<file path="config.mk">
export PLATFORM = sky130hd
export DESIGN_NAME = sw8_loader_flat
export DESIGN_NICKNAME = d
export VERILOG_FILES = /design/src/rtl/sw8_loader_if.sv /design/src/rtl/sw8_loader.sv /design/src/flat_wrapper.sv
export SDC_FILE = /design/constraint.sdc
export NUM_CORES = 1
export LEC_CHECK = 0
export BUFFER_PORTS_ARGS = -buffer_cell sky130_fd_sc_hd__buf_2
export CORE_MARGIN = 2
export CORE_UTILIZATION = 50
export DETAILED_ROUTE_END_ITERATION = 7
export PLACE_DENSITY_LB_ADDON = 0.3
export SLEW_MARGIN = 0
export SYNTH_ARGS = -nofsm -noshare
export SYNTH_HDL_FRONTEND = slang
export SYNTH_SLANG_ARGS = --single-unit
</file>
<file path="constraint.sdc">
create_clock -name clk -period 2.3 [get_ports clk]
set_input_delay 0 -clock clk [delete_from_list [all_inputs] [get_ports clk]]
set_output_delay 0 -clock clk [all_outputs]
set_load 0.02 [all_outputs]
</file>
<file path="src/rtl/sw8_loader_if.sv">
// RAM switch-write port: one-cycle strobe with address and data.
interface sw8_loader_if;
    logic       sw8_write_en;
    logic [7:0] sw8_addr;
    logic [7:0] sw8_data;

    modport master (output sw8_write_en, output sw8_addr, output sw8_data);
    modport slave  (input  sw8_write_en, input  sw8_addr, input  sw8_data);
endinterface

</file>
<file path="src/rtl/sw8_loader.sv">
// Front-panel RAM loader: synchronised switches, debounced commit button, address/data entry FSM.
// Define SW8_AUTOINC_EN for address auto-increment and GET_DATA return after each write.
module sw8_loader #(
    parameter logic [15:0] DB_CYCLES = 16'd50000,
    parameter int unsigned DB_W      = 16
) (
    input  logic         clk,
    input  logic         rst,
    input  logic [7:0]   sw,
    input  logic         btn_load,
    input  logic         load_mode,
    sw8_loader_if.master sw8,
    output logic         cpu_hold,
    output logic [7:0]   write_cnt,
    output logic [1:0]   loader_state
);

    typedef enum logic [1:0] {
        IDLE     = 2'd0,
        GET_ADDR = 2'd1,
        GET_DATA = 2'd2,
        WRITE    = 2'd3
    } state_t;

    localparam logic [DB_W-1:0] DB_LAST = DB_W'(DB_CYCLES - 16'd1);

    logic [7:0]      r_sw_m, r_sw_s;
    logic            r_btn_m, r_btn_s;
    logic            r_mode_m, r_mode_s;
    logic [DB_W-1:0] r_db_cnt;
    logic            r_btn_stable, r_btn_stable_d;
    logic            w_press;
    state_t          r_state, w_next;
    logic            w_ld_addr, w_ld_data;
    logic [7:0]      r_addr, r_data, r_wcnt;

    always_ff @(posedge clk or negedge rst) begin
        if (!rst) begin
            r_sw_m   <= '0;
            r_sw_s   <= '0;
            r_btn_m  <= 1'b0;
            r_btn_s  <= 1'b0;
            r_mode_m <= 1'b0;
            r_mode_s <= 1'b0;
        end else begin
            r_sw_m   <= sw;
            r_sw_s   <= r_sw_m;
            r_btn_m  <= btn_load;
            r_btn_s  <= r_btn_m;
            r_mode_m <= load_mode;
            r_mode_s <= r_mode_m;
        end
    end

    // A level change is accepted only after DB_CYCLES consecutive mismatching cycles.
    always_ff @(posedge clk or negedge rst) begin
        if (!rst) begin
            r_db_cnt       <= '0;
            r_btn_stable   <= 1'b0;
            r_btn_stable_d <= 1'b0;
        end else begin
            r_btn_stable_d <= r_btn_stable;
            if (r_btn_s != r_btn_stable) begin
                if (r_db_cnt == DB_LAST) begin
                    r_btn_stable <= r_btn_s;
                    r_db_cnt     <= '0;
                end else begin
                    r_db_cnt <= r_db_cnt + 1'b1;
                end
            end else begin
                r_db_cnt <= '0;
            end
        end
    end

    assign w_press = r_btn_stable & ~r_btn_stable_d;

    always_ff @(posedge clk or negedge rst) begin
        if (!rst) r_state <= IDLE;
        else      r_state <= w_next;
    end

    always_comb begin
        w_next    = r_state;
        w_ld_addr = 1'b0;
        w_ld_data = 1'b0;
        case (r_state)
            IDLE: begin
                if (r_mode_s) w_next = GET_ADDR;
            end
            GET_ADDR: begin
                if (!r_mode_s) begin
                    w_next = IDLE;
                end else if (w_press) begin
                    w_ld_addr = 1'b1;
                    w_next    = GET_DATA;
                end
            end
            GET_DATA: begin
                if (!r_mode_s) begin
                    w_next = IDLE;
                end else if (w_press) begin
                    w_ld_data = 1'b1;
                    w_next    = WRITE;
                end
            end
            WRITE: begin
                if (!r_mode_s) begin
                    w_next = IDLE;
                end else begin
`ifdef SW8_AUTOINC_EN
                    w_next = GET_DATA;
`else
                    w_next = GET_ADDR;
`endif
                end
            end
            default: w_next = IDLE;
        endcase
    end

    always_ff @(posedge clk or negedge rst) begin
        if (!rst) begin
            r_addr <= '0;
            r_data <= '0;
            r_wcnt <= '0;
        end else begin
            if (w_ld_addr) r_addr <= r_sw_s;
            if (w_ld_data) r_data <= r_sw_s;
            if (r_state == WRITE) begin
                r_wcnt <= r_wcnt + 8'd1;
`ifdef SW8_AUTOINC_EN
                r_addr <= r_addr + 8'd1;
`endif
            end
        end
    end

    assign sw8.sw8_write_en = (r_state == WRITE);
    assign sw8.sw8_addr     = r_addr;
    assign sw8.sw8_data     = r_data;
    assign cpu_hold         = r_mode_s | (r_state != IDLE);
    assign write_cnt        = r_wcnt;
    assign loader_state     = r_state;

endmodule
</file>
<file path="src/flat_wrapper.sv">
// flat-port wrapper written by rule: the top's interface ports become plain ports
module sw8_loader_flat 
#(
    parameter logic [15:0] DB_CYCLES = 16'd50000,
    parameter int unsigned DB_W      = 16
)
  (clk, rst, sw, btn_load, load_mode, cpu_hold, write_cnt, loader_state, sw8_sw8_write_en, sw8_sw8_addr, sw8_sw8_data);
  sw8_loader_if sw8_i ();
  input  logic clk;
  input  logic rst;
  input  logic [7:0] sw;
  input  logic btn_load;
  input  logic load_mode;
  output logic cpu_hold;
  output logic [7:0] write_cnt;
  output logic [1:0] loader_state;
  output wire logic [$bits(sw8_i.sw8_write_en)-1:0] sw8_sw8_write_en;
  output wire logic [$bits(sw8_i.sw8_addr)-1:0] sw8_sw8_addr;
  output wire logic [$bits(sw8_i.sw8_data)-1:0] sw8_sw8_data;
  assign sw8_sw8_write_en = sw8_i.sw8_write_en;
  assign sw8_sw8_addr = sw8_i.sw8_addr;
  assign sw8_sw8_data = sw8_i.sw8_data;
  sw8_loader #(.DB_CYCLES(DB_CYCLES), .DB_W(DB_W)) u_core (.clk(clk), .rst(rst), .sw(sw), .btn_load(btn_load), .load_mode(load_mode), .sw8(sw8_i), .cpu_hold(cpu_hold), .write_cnt(write_cnt), .loader_state(loader_state));
endmodule
</file>
## Word-level counts from Yosys, hierarchy flattened

Index checks and enable logic that the tools add are counted.

| storage, ports and cells | value |
|---|---|
| bits in registers | 64 |
| bits in latches | 0 |
| bits in writable memories | 0 |
| bits in read-only memories | 0 |
| input bits | 12 |
| output and inout port bits | 28 |
| word-level logic and storage cells | 43 |
| memories kept | 0 |

| cells by class | value |
|---|---|
| add/subtract/negate cells | 2 |
| multipliers | 0 |
| divide/modulo/power cells | 0 |
| $lt $le $gt $ge | 0 |
| equal/unequal tests | 8 |
| shift-type cells | 0 |
| multiplexer cells | 13 |
| bitwise operators | 3 |
| reductions and logical operators | 4 |

Operators with widths:

| kind | number |
|---|---|
| 16-bit 2-to-1 mux | 2 |
| 16-bit by 1-bit adder with 16-bit output (second input constant) | 1 |
| 16-bit equality test (second input constant) | 1 |
| 2-bit 2-to-1 mux | 5 |
| 8-bit by 1-bit adder with 8-bit output (second input constant) | 1 |
| 2-bit case mux with 4 select lines | 1 |
| 3-bit inequality test (second input constant) | 2 |
| 1-bit 2-to-1 mux | 5 |
| 2-bit equality test (second input constant) | 2 |
| 3-bit AND reduction | 1 |
| 2-bit by 1-bit equality test with 1-bit output (second input constant) | 1 |
| 2-bit logical NOT | 1 |
| 2-bit by 1-bit inequality test with 1-bit output (second input constant) | 1 |
| 2-bit AND reduction | 1 |
| 2-bit nonzero test | 1 |
| 1-bit AND | 1 |
| 1-bit inequality test | 1 |
| 1-bit inverter | 1 |
| 1-bit OR | 1 |

## Longest topological paths before layout

Gate-level depths: netlist of run 1.

| depth | value |
|---|---|
| depth in word-level cells | 5 |
| depth in mapped cells | 5 |
| gate-level depth less buffers | 5 |

## Worst setup path after synthesis of run 1

Ideal clock, no wire load.

| path | value |
|---|---|
| kind | flip-flop to flip-flop |
| from | register u_core.r_db_cnt[10] |
| to | register u_core.r_db_cnt[10] |
| library setup time | 119 ps |
| arrival | 1534 ps |
| data required time | 2181 ps |
| setup slack | 648 ps |
| stages on the path, launching flop included | 5 |
| path buffers | 1 |
| clock period less this slack | 1652 ps |
| cells stage by stage | dfrtp_1 > or3_1 > o41ai_4 > buf_6 > nor2_1 |

| between the ends | value |
|---|---|
| longest elaborated chain between the ends | 3 |

RTL lines:

| item | RTL line | source |
|---|---|---|
| from (decl) | sw8_loader.sv:30 | `logic [DB_W-1:0] r_db_cnt;` |
| from (signal assigned) | sw8_loader.sv:68 | `r_db_cnt <= r_db_cnt + 1'b1;` |
| 16-bit by 1-bit adder with 16-bit output or 16-bit equality test (tied branches) | sw8_loader.sv:68, sw8_loader.sv:64 |  |
| 16-bit 2-to-1 mux * | sw8_loader.sv:64 | `if (r_db_cnt == DB_LAST) begin` |
| 16-bit 2-to-1 mux * | sw8_loader.sv:63 | `if (r_btn_s != r_btn_stable) begin` |

Mark *: on every way between the ends. The rest lies on a longest branch, timed or not.
A chain may end at the register's enable or synchronous reset.

## Worst setup path after layout of run 1

| path | value |
|---|---|
| from | register u_core.r_db_cnt[10] |
| to | register u_core.r_db_cnt[4] |

| between the ends | value |
|---|---|
| longest elaborated chain between the ends | 3 |

RTL lines:

| item | RTL line |
|---|---|
| 16-bit equality test | sw8_loader.sv:64 |
| 16-bit 2-to-1 mux | sw8_loader.sv:64 |
| 16-bit 2-to-1 mux | sw8_loader.sv:63 |

Every way passes these cells.

==> results by group, run 1 <==
Yosys
  • Compound-Gate Fraction of Synth Area: 0.0171
  • Ys flop type: dfrtp_1
  • Distinct cells, synth: 26
  • Synth Area in XOR/XNOR: 0.0797
  • Number of synthesized register bits: 64
  • Top-area cell type share of the netlist area: 0.663
  • Register area share after synthesis: 0.663
  • EDFF count, synth: 0
  • Synth area leader: dfrtp_1
  • Multiplexer area fraction after synthesis: 0.0839
  • Synth warnings: 0
  • Main combinational cell family by area after synthesis: simple AND/OR/NAND/NOR gates
  • Synth async-reset ratio: 1.00
  • Syn_nets: 192
  • Mapped Cells: 178
  • Area contributors post-synth: dfrtp_1 (66%), mux2_2 (8.4%), xnor2_1 (5.8%)
  • Synth Area in Adders: 0.0104
  • Post-Syn Area: 2420 um^2
  • Simple-gate area share of the yosys netlist: 0.134
  • Mean Syn Cell Area: 13.6 um^2

Status
  • Status: completed

Drt
  • Final WL: 4000 um
  • First-iteration detailed-routing DRC count: 45
  • WL/cell: 13.5 um
  • First-pass DRT Iterations: 4
  • # DRC: 0
  • ANT nets after route: 0
  • Vias/cell: 5.15
  • Routed via count: 1529

Clock network
  • Clock Path Buffers: 2
  • Clk sinks: 64
  • Clock transition at path regs: 0.07 ns
  • CTS tree: done
  • Root buffer cell: clkbuf_8
  • CTS H-tree lvls: 3
  • Post-cts hold buffer count: 11
  • CTS Buf Count: 9
  • Cts repair resizes: 0
  • Post-CTS setup buffers: 0
  • Clk_lat worst skew: 0.32 ns

Timing
  • Final Hold Viols: 0
  • Tmin final: 1.83 ns
  • Slew margin rel.: 0.516
  • Worst setup margin: 0.472 ns
  • Max Slew Vio Count: 0
  • Max Fclk: 0.547 GHz
  • Worst-Margin Slew: 0.726 ns
  • Clock Skew: 0.00290 ns
  • Endpoints failing setup: 0
  • RSZ-0062 raised after global routing: no
  • Period utilization: 0.795
  • Setup TNS: 0 ns

Finish
  • Final net count: 254
  • Commonest cells after routing, fill and taps aside: dfrtp_1 (64), buf_2 (39), nor2_1 (21), mux2_2 (18), xnor2_1 (16)
  • Commonest non-fill, non-tap cell in the layout: dfrtp_1
  • N_diodes: 0
  • Register area: 1600 um^2
  • Layout cells sized above 1: 0.321
  • Multi-input combinational cell area: 786 um^2
  • Fillers: 354
  • Layout area overhead: 26.2%

Place
  • Final Wtd Congestion: 0.843
  • Pre-CTS setup slack: 0.470 ns
  • PortBufs: 39
  • Hpwl dp: 2700 um

Global route
  • Largest net degree at the start of global routing: 34
  • Total gr overflow: 0
  • Vias in the first global route: 1554
  • GR Util met2: 0.273
  • First-pass GRT wire length: 6910 um
  • Initial antenna violation count: 0
  • Global routing's busiest layer: met2
  • Met3 usage: 0.0631
  • M1 GR Usage: 0.217
  • Tot GR Track Use: 0.174

Die
  • Initial core utilization: 0.515
  • Die Width: 73.5 um
  • Die Y: 73.5 um
  • # rows: 25
  • I/O pin cnt: 40
  • DIE AREA: 5410 um^2
  • Core area: 4690 um^2

Run
  • Max-cap viol count: 0

Worst setup path
  • Reg2reg start: u_core.r_db_cnt[10]
  • Max FO, Critical Path: 10
  • Setup slack, reg-to-reg: 0.47 ns
  • Startpoint types: register
  • CP endpoint kind: register
  • Worst Path Required: 2.51 ns
  • Crit Path Class: register to register
  • Worst reg2reg path endpoint: u_core.r_db_cnt[4]
  • Worst r2r path cells: 4
  • Arr. time, crit path: 2.03 ns

Pwr
  • PwrDens: 781 nW/um^2
  • VDD IR max: 585 uV
  • Leak: 1.51 nW

Min path
  • Hold Crit Class: input port to async pin
-- registers in the layout, indices dropped and copies added, names as in the netlist --
| signal | cells |
|---|---|
| u_core.sw8.sw8_addr | 8 |
| u_core.r_db_cnt | 16 |
| u_core.r_mode_m | 1 |
| u_core.r_mode_s | 1 |
| u_core.sw8.sw8_data | 8 |
| u_core.write_cnt | 8 |
| u_core.r_btn_stable_d | 1 |
| u_core.loader_state | 2 |
| u_core.r_sw_s | 8 |
| u_core.r_btn_m | 1 |
| u_core.r_sw_m | 8 |
| u_core.r_btn_stable | 1 |
| u_core.r_btn_s | 1 |
-- worst max-delay path by stage --
stage / from / end / depth (start not counted)
6_report: u_core.r_db_cnt[10] / u_core.r_db_cnt[4] / 4
5_1_grt: u_core.r_db_cnt[12] / u_core.r_db_cnt[4] / 5
4_1_cts: u_core.r_db_cnt[10] / u_core.r_db_cnt[5] / 4
3_5_place_dp: u_core.r_db_cnt[10] / u_core.r_db_cnt[6] / 4
3_3_place_gp: u_core.r_db_cnt[12] / u_core.r_db_cnt[15] / 5
2_1_floorplan: u_core.r_db_cnt[10] / u_core.r_db_cnt[10] / 4
-- area by class of cell --
| class | instances | area share |
|---|---|---|
| Timing Repair Buffer | 53 | 0.112 |
| Sequential cell | 64 | 0.525 |
| Tap cell | 54 | 0.0221 |
| Clock buffer | 11 | 0.0496 |
| Clock inverter | 3 | 0.0295 |
| Inverter | 4 | 0.00492 |
| Multi-Input combinational cell | 108 | 0.257 |
-- metrics by stage --
stage / power (mW) / area (um^2) / utilization / hold WS (ns) / cells
floorplan: 1.20 / 2420 / - / -0.296 / 178
global placement: 1.24 / 2700 / 0.575 / 0.0959 / 272
detailed placement: 1.24 / 2700 / 0.575 / 0.103 / 272
CTS: 2.41 / 3050 / 0.650 / 0.286 / 297
global route: 2.47 / 3050 / 0.650 / 0.297 / 297
finish: 2.38 / 3050 / 0.650 / 0.271 / 297
-- synth_stat cells (2+ instances only) --
master	number
nand2_1	9
nand4_1	7
inv_1	4
nand3_1	6
dfrtp_1	64
and3_1	2
mux2_2	18
xnor2_1	16
nor3_1	4
or3_1	2
xor2_1	6
nor2_1	21
nor4_1	5
ha_1	2
-- routing by layer --
metal	wire length, um	share of wire
met5	0	0
met4	25	0.0063
met3	207	0.052
met2	1960	0.49
met1	1800	0.45
-- report_power, final --
group | total, mW | internal (mW) | switching (mW)
clock network | 1.15 | 0.767 | 0.383
logic | 0.0696 | 0.0318 | 0.0379
registers | 1.16 | 1.15 | 0.0129
-- critical path: stages (launching register included) --
cell,delay (ns)
dfrtp_1,0.42
or3_1,0.44
o41ai_4,0.53
buf_4,0.26
nor2_1,0.07
-- kinds of logic (layout without fill, tap and decap cells) --
group,count (synthesis),in the layout
compound gates,3,3
xor+xnor,22,22
fa+ha+maj,2,2
buf+inv,6,71
flops,64,64
mux,18,18
simple gates,63,63
(Power assumes the default switching activity.)
==> run 2, diff against run 1 <==
==> constraint.sdc (replaced) <==
create_clock -name clk -period 1.8 [get_ports clk]
set_input_delay 0 -clock clk [delete_from_list [all_inputs] [get_ports clk]]
set_output_delay 0 -clock clk [all_outputs]
set_load 0.02 [all_outputs]
==> run 2 against run 1 <==
  * Combinational power rose by 31%
  * Worst hold slack got worse by 0.075 ns
  * Worst setup slack got worse by 0.37 ns
  * Critical path type unchanged
  * Critical endpoint is now u_core.r_btn_stable
==> results by group, run 2 (same netlist as run 1, synthesis figures left out) <==
Place
  • Pre-CTS setup slack: 0.122 ns (-0.348 ns)
  • Placed Cells: 275 (+1.1%)
  • Hpwl dp: 2680 um (-0.86%)
  • Placed Area: 2720 um^2 (+0.83%)
  • Final Wtd Congestion: 0.825 (-2.2%)
  • PortBufs: 39 (unchanged)

Global route
  • Vias in the first global route: 1595 (+2.6%)
  • Initial antenna violation count: 0 (unchanged)
  • Total gr overflow: 0 (unchanged)
  • First-pass GRT wire length: 6950 um (+0.61%)
  • Tot GR Track Use: 0.172 (-0.00153)
  • Largest net degree at the start of global routing: 65 (+91%)

Worst setup path
  • Startpoint types: register
  • Max FO, Critical Path: 4 (-6)
  • CP endpoint kind: register
  • Arr. time, crit path: 1.93 ns (-0.10 ns)
  • Crit Path Class: register to register
  • Worst Path Required: 2.02 ns (-0.49 ns)

Timing
  • Clock Skew: 0.00557 ns (+0.00267 ns)
  • Worst-Margin Slew: 0.367 ns (-0.360 ns)
  • Setup TNS: 0 ns (unchanged)
  • Final Hold Viols: 0 (unchanged)
  • Hold WS: 0.196 ns (-0.0749 ns)
  • Period utilization: 0.946 (+0.151)
  • Slew margin rel.: 0.753 (+0.238)
  • Tmin final: 1.70 ns (-0.125 ns)
  • Max Slew Vio Count: 0 (unchanged)
  • Endpoints failing setup: 0 (unchanged)
  • Worst setup margin: 0.0976 ns (-0.375 ns)
  • Max Fclk: 0.587 GHz (+7.3%)
  • RSZ-0062 raised after global routing: no

Clock network
  • Root buffer cell: clkbuf_8
  • Clock transition at path regs: 0.07 ns (about the same)
  • CTS H-tree lvls: 3 (unchanged)
  • Clock Path Buffers: 2 (unchanged)
  • CTS tree: done
  • CTS Buf Count: 9 (unchanged)
  • Clk_lat worst skew: 0.34 ns (+0.02 ns)
  • Clk sinks: 64 (unchanged)

Pwr
  • Flop pwr share: 0.527 (+0.039)
  • Total power draw: 2.81 mW (+18%)
  • Net switching power: 621 uW (+43%)
  • Internal Power: 2.19 mW (+12%)
  • Logic pwr share: 0.033 (+0.004)
  • Sw Ratio: 0.221 (+0.0387)
  • PwrDens: 925 nW/um^2 (+19%)
  • Leak: 1.51 nW (-0.45%)
  • VDD IR max: 708 uV (+21%)
  • Clock network fraction of total power: 0.440 (-0.043)

Min path
  • Hold Crit Class: input port to async pin

Finish
  • Layout cells sized above 1: 0.335 (+0.0137)
  • N_diodes: 0 (unchanged)
  • Final net count: 257 (+1.2%)
  • Final Instance Area: 3040 um^2 (-0.45%)
  • Util after Layout: 0.647 (-0.00293)
  • Multi-input combinational cell area: 786 um^2 (unchanged)
  • Commonest cells after routing, fill and taps aside: dfrtp_1 (64), buf_2 (39), nor2_1 (21), mux2_2 (18), xnor2_1 (16)
  • Register area: 1600 um^2 (unchanged)
  • Max reg flops: 16 (unchanged)
  • Commonest non-fill, non-tap cell in the layout: dfrtp_1
  • Layout area overhead: 25.7%
  • Fillers: 374 (+5.6%)
  • Layout Cells excl Fill: 302 (+1.7%)
  • Biggest register: u_core.r_db_cnt

Die
  • I/O pin cnt: 40 (unchanged)
  • DIE AREA: 5410 um^2 (unchanged)
  • # rows: 25 (unchanged)
  • Core area: 4690 um^2 (unchanged)
  • Initial core utilization: 0.515 (unchanged)
  • Die Width: 73.5 um (unchanged)
  • Die Y: 73.5 um (unchanged)

Drt
  • Vias/cell: 5.19 (+0.79%)
  • ANT nets after route: 0 (unchanged)
  • First-pass DRT Iterations: 4 (unchanged)
  • Final WL: 4060 um (+1.5%)
  • WL/cell: 13.4 um (-0.15%)
  • First-iteration detailed-routing DRC count: 79 (+76%)
  • Routed via count: 1567 (+2.5%)
  • # DRC: 0 (unchanged)

Status
  • Status: completed

Run
  • Max-cap viol count: 0 (unchanged)
-- run 2: cell count changes in the layout (fill, tap and decap cells not counted), sizes merged --
cell | before | now
clkinvlp | 0 | 2
clkbuf | 11 | 10
inv | 4 | 5
bufinv | 3 | 1
buf | 42 | 45
clkinv | 0 | 2
-- run 2: layout make-up --
class,count,area share
clock buffers,10,0.0453
clock inverters,6,0.0222
inverters,4,0.00494
multi-input cells,108,0.259
flip-flops and latches,64,0.527
well taps,54,0.0222
repair buffers,56,0.119
-- run 2: what timing repair did --
item | in CTS | in global routing
setup buffers | 0 | 0
gates resized for setup | 0 | 0
hold buffers | 11 | 0
hold endpoints to repair | 74 | 0
-- run 2: worst paths after layout --
path | depth (start not counted) | start | end | slack, ns
max reg2reg | 4 | u_core.r_db_cnt[12] | u_core.r_btn_stable | 0.1
min in group clk | 2 | sw[1] | u_core.r_sw_m[1] | 0.30
min | 3 | rst | u_core.sw8.sw8_addr[1] | 0.20
max in group asynchronous | 3 | rst | u_core.r_db_cnt[10] | 1.34
min reg2reg | 0 | u_core.r_sw_m[5] | u_core.r_sw_s[5] | 0.35
max | 4 | u_core.r_db_cnt[12] | u_core.r_btn_stable | 0.1
-- run 2: power groups by stage --
| stage | Combinational (mW) | Sequential [mW] | Clock, mW |
|---|---|---|---|
| after floorplan | 0.0228 | 1.51 | 0 |
| after global placement | 0.0748 | 1.51 | 0 |
| after detailed placement | 0.0757 | 1.51 | 0 |
| after CTS | 0.0938 | 1.48 | 1.27 |
| after global routing | 0.103 | 1.49 | 1.35 |
| final | 0.0914 | 1.48 | 1.24 |
-- run 2: critical path, cell delays in order, from the launching register on --
cell	delay, ns
dfrtp_1	0.42
nor4b_2	0.28
nand3b_1	0.17
nor4_1	0.35
mux2_2	0.37
-- run 2: metal layers --
metal / vias up / wire length [um] / track usage
li1: 737 / - / -
met2: 38 / 1940 / 0.278
met5: - / 0 / 0
met3: 10 / 201 / 0.0672
met1: 782 / 1850 / 0.212
met4: 0 / 68 / 0.0606
==> run 3, diff against run 2 <==
==> constraint.sdc (replaced) <==
create_clock -name clk -period 1.7 [get_ports clk]
set_input_delay 0 -clock clk [delete_from_list [all_inputs] [get_ports clk]]
set_output_delay 0 -clock clk [all_outputs]
set_load 0.02 [all_outputs]
==> run 3 against run 2 <==
  * Global-route usage rose by 0.58 points
  * Non-clock buffer count rose by 8
  * Critical path depth rose by 1
  * Critical path type unchanged
  * Critical endpoint is now u_core.r_db_cnt[0]
==> results by group, run 3 (same netlist as run 1, synthesis figures left out) <==
Status
  • Status: completed

Die
  • Die Width: 73.5 um (unchanged)
  • I/O pin cnt: 40 (unchanged)
  • Initial core utilization: 0.515 (unchanged)
  • DIE AREA: 5410 um^2 (unchanged)
  • Core area: 4690 um^2 (unchanged)
  • Die Y: 73.5 um (unchanged)
  • # rows: 25 (unchanged)

Clock network
  • CTS tree: done
  • Clock transition at path regs: 0.07 ns (about the same)
  • CTS H-tree lvls: 3 (unchanged)
  • Clock Path Buffers: 2 (unchanged)
  • Clk sinks: 64 (unchanged)
  • CTS Buf Count: 9 (unchanged)
  • Clk_lat worst skew: 0.33 ns (about the same)
  • Root buffer cell: clkbuf_8

Timing
  • Worst-Margin Slew: 0.571 ns (+0.204 ns)
  • Setup TNS: 0 ns (unchanged)
  • Final Hold Viols: 0 (unchanged)
  • Max Slew Vio Count: 0 (unchanged)
  • Period utilization: 0.990 (+0.0445)
  • RSZ-0062 raised after global routing: yes
  • Max Fclk: 0.594 GHz (+1.1%)
  • Tmin final: 1.68 ns (-0.0189 ns)
  • Slew margin rel.: 0.619 (-0.134)
  • Clock Skew: 0.00368 ns (-0.00189 ns)
  • Endpoints failing setup: 0 (unchanged)

Global route
  • Total gr overflow: 0 (unchanged)
  • First-pass GRT wire length: 6900 um (-0.69%)
  • GR Util met2: 0.269 (-0.00893)
  • Vias in the first global route: 1496 (-6.2%)
  • Met3 usage: 0.0686 (+0.00137)
  • Global routing's busiest layer: met2
  • M1 GR Usage: 0.226 (+0.0144)
  • Initial antenna violation count: 0 (unchanged)
  • Tot GR Track Use: 0.178 (+0.00576)
  • Largest net degree at the start of global routing: 41 (-37%)

Worst setup path
  • Critical path, cell by cell: nor4b_2, nand3b_1, o41ai_4, buf_6, nor2_1
  • CP max stage delay: 0.45 ns (+0.03 ns)
  • Slowest-stage cell, CP: o41ai_4
  • Crit Path Class: register to register
  • Arr. time, crit path: 1.90 ns (-0.03 ns)
  • Worst Path Required: 1.92 ns (-0.10 ns)
  • CP endpoint kind: register
  • Startpoint types: register
  • Max FO, Critical Path: 6 (+2)
  • CP Buf/Inv Count: 1 (+1)
  • Largest delay share family, worst path: simple AND/OR/NAND/NOR gates

Finish
  • N_diodes: 0 (unchanged)
  • Layout cells sized above 1: 0.380 (+0.0457)
  • Biggest register: u_core.r_db_cnt
  • Final net count: 265 (+3.1%)
  • Commonest cells after routing, fill and taps aside: dfrtp_1 (64), buf_2 (39), mux2_2 (18), xnor2_1 (16), nor2_1 (16)
  • Commonest non-fill, non-tap cell in the layout: dfrtp_1
  • Max reg flops: 16 (unchanged)
  • Fillers: 344 (-8.0%)
  • Util after Layout: 0.677 (+0.0291)
  • Layout area overhead: 31.3%

Pwr
  • VDD IR max: 774 uV (+9.4%)
  • Total power draw: 3.18 mW (+13%)
  • Leak: 1.57 nW (+4.1%)
  • PwrDens: 1000 nW/um^2 (+8.4%)

Run
  • Max-cap viol count: 0 (unchanged)

Drt
  • Vias/cell: 5.03 (-3.0%)
  • Final WL: 4200 um (+3.5%)
  • Routed via count: 1555 (-0.77%)
  • WL/cell: 13.6 um (+1.2%)
  • ANT nets after route: 0 (unchanged)
  • # DRC: 0 (unchanged)
  • First-pass DRT Iterations: 4 (unchanged)
  • First-iteration detailed-routing DRC count: 50 (-37%)

Place
  • Final Wtd Congestion: 0.844 (+2.4%)
  • PortBufs: 39 (unchanged)
  • Hpwl dp: 2830 um (+5.7%)

Min path
  • Hold Crit Class: input port to async pin
## run 3: worst paths after layout
path                                           from                      to  slack (ns)  cells after the start
worst max-delay path            u_core.r_db_cnt[13]      u_core.r_db_cnt[0]        0.02                      5
worst min-delay path                            rst  u_core.sw8.sw8_data[5]        0.20                      2
worst max register to register  u_core.r_db_cnt[13]      u_core.r_db_cnt[0]        0.02                      5
worst min register to register       u_core.r_btn_m          u_core.r_btn_s        0.34                      0
max in group asynchronous                       rst      u_core.r_db_cnt[1]        0.90                      3
min in group clk                              sw[6]        u_core.r_sw_m[6]        0.30                      2
## run 3: per-stage QoR
stage	hold slack, ns	instances	area (um^2)	setup WS, ns
after CTS	0.201	306	3110	0.0369
after global placement	0.0301	280	2760	0.102
after floorplan	-0.296	178	2420	0.0476
after detailed placement	0.0383	280	2760	-0.00770
final	0.197	309	3170	0.0165
after global routing	0.258	309	3170	-0.107
## run 3: worst register-to-register path, cell delays in order, from the launching register on
cell,delay [ns]
dfrtp_1,0.41
nor4b_2,0.26
nand3b_1,0.18
o41ai_4,0.45
buf_6,0.22
nor2_1,0.06
## run 3: cell type report
type | instances | area [um^2] | area share
Clock buffer | 9 | 124 | 0.0390
Clock inverter | 6 | 109 | 0.0343
Timing Repair Buffer | 64 | 427 | 0.134
Tap cell | 54 | 67.6 | 0.0213
Sequential cell | 64 | 1600 | 0.505
Inverter | 4 | 15.0 | 0.00473
Multi-Input combinational cell | 108 | 831 | 0.262
## run 3: power by group
part	leakage (nW)	internal [mW]	switching [mW]
Sequential	0.843	1.55	0.0168
Clock	0.119	0.962	0.547
Combinational	0.606	0.0469	0.0567
Total	1.57	2.56	0.621
## run 3: layer usage
metal | wire length, um | up-vias
li1 | - | 759
met1 | 1860 | 752
met2 | 2050 | 37
met3 | 231 | 7
met4 | 63 | 0
met5 | 0 | -
## run 3: repair_timing
item                       in CTS  in global routing
hold buffers                   11                  0
cloned                          0                  1
resized for setup               1                 12
pin swaps                       0                  4
setup buffers                   0                  2
hold endpoints to repair       34                  0
setup endpoints to repair       1                 12
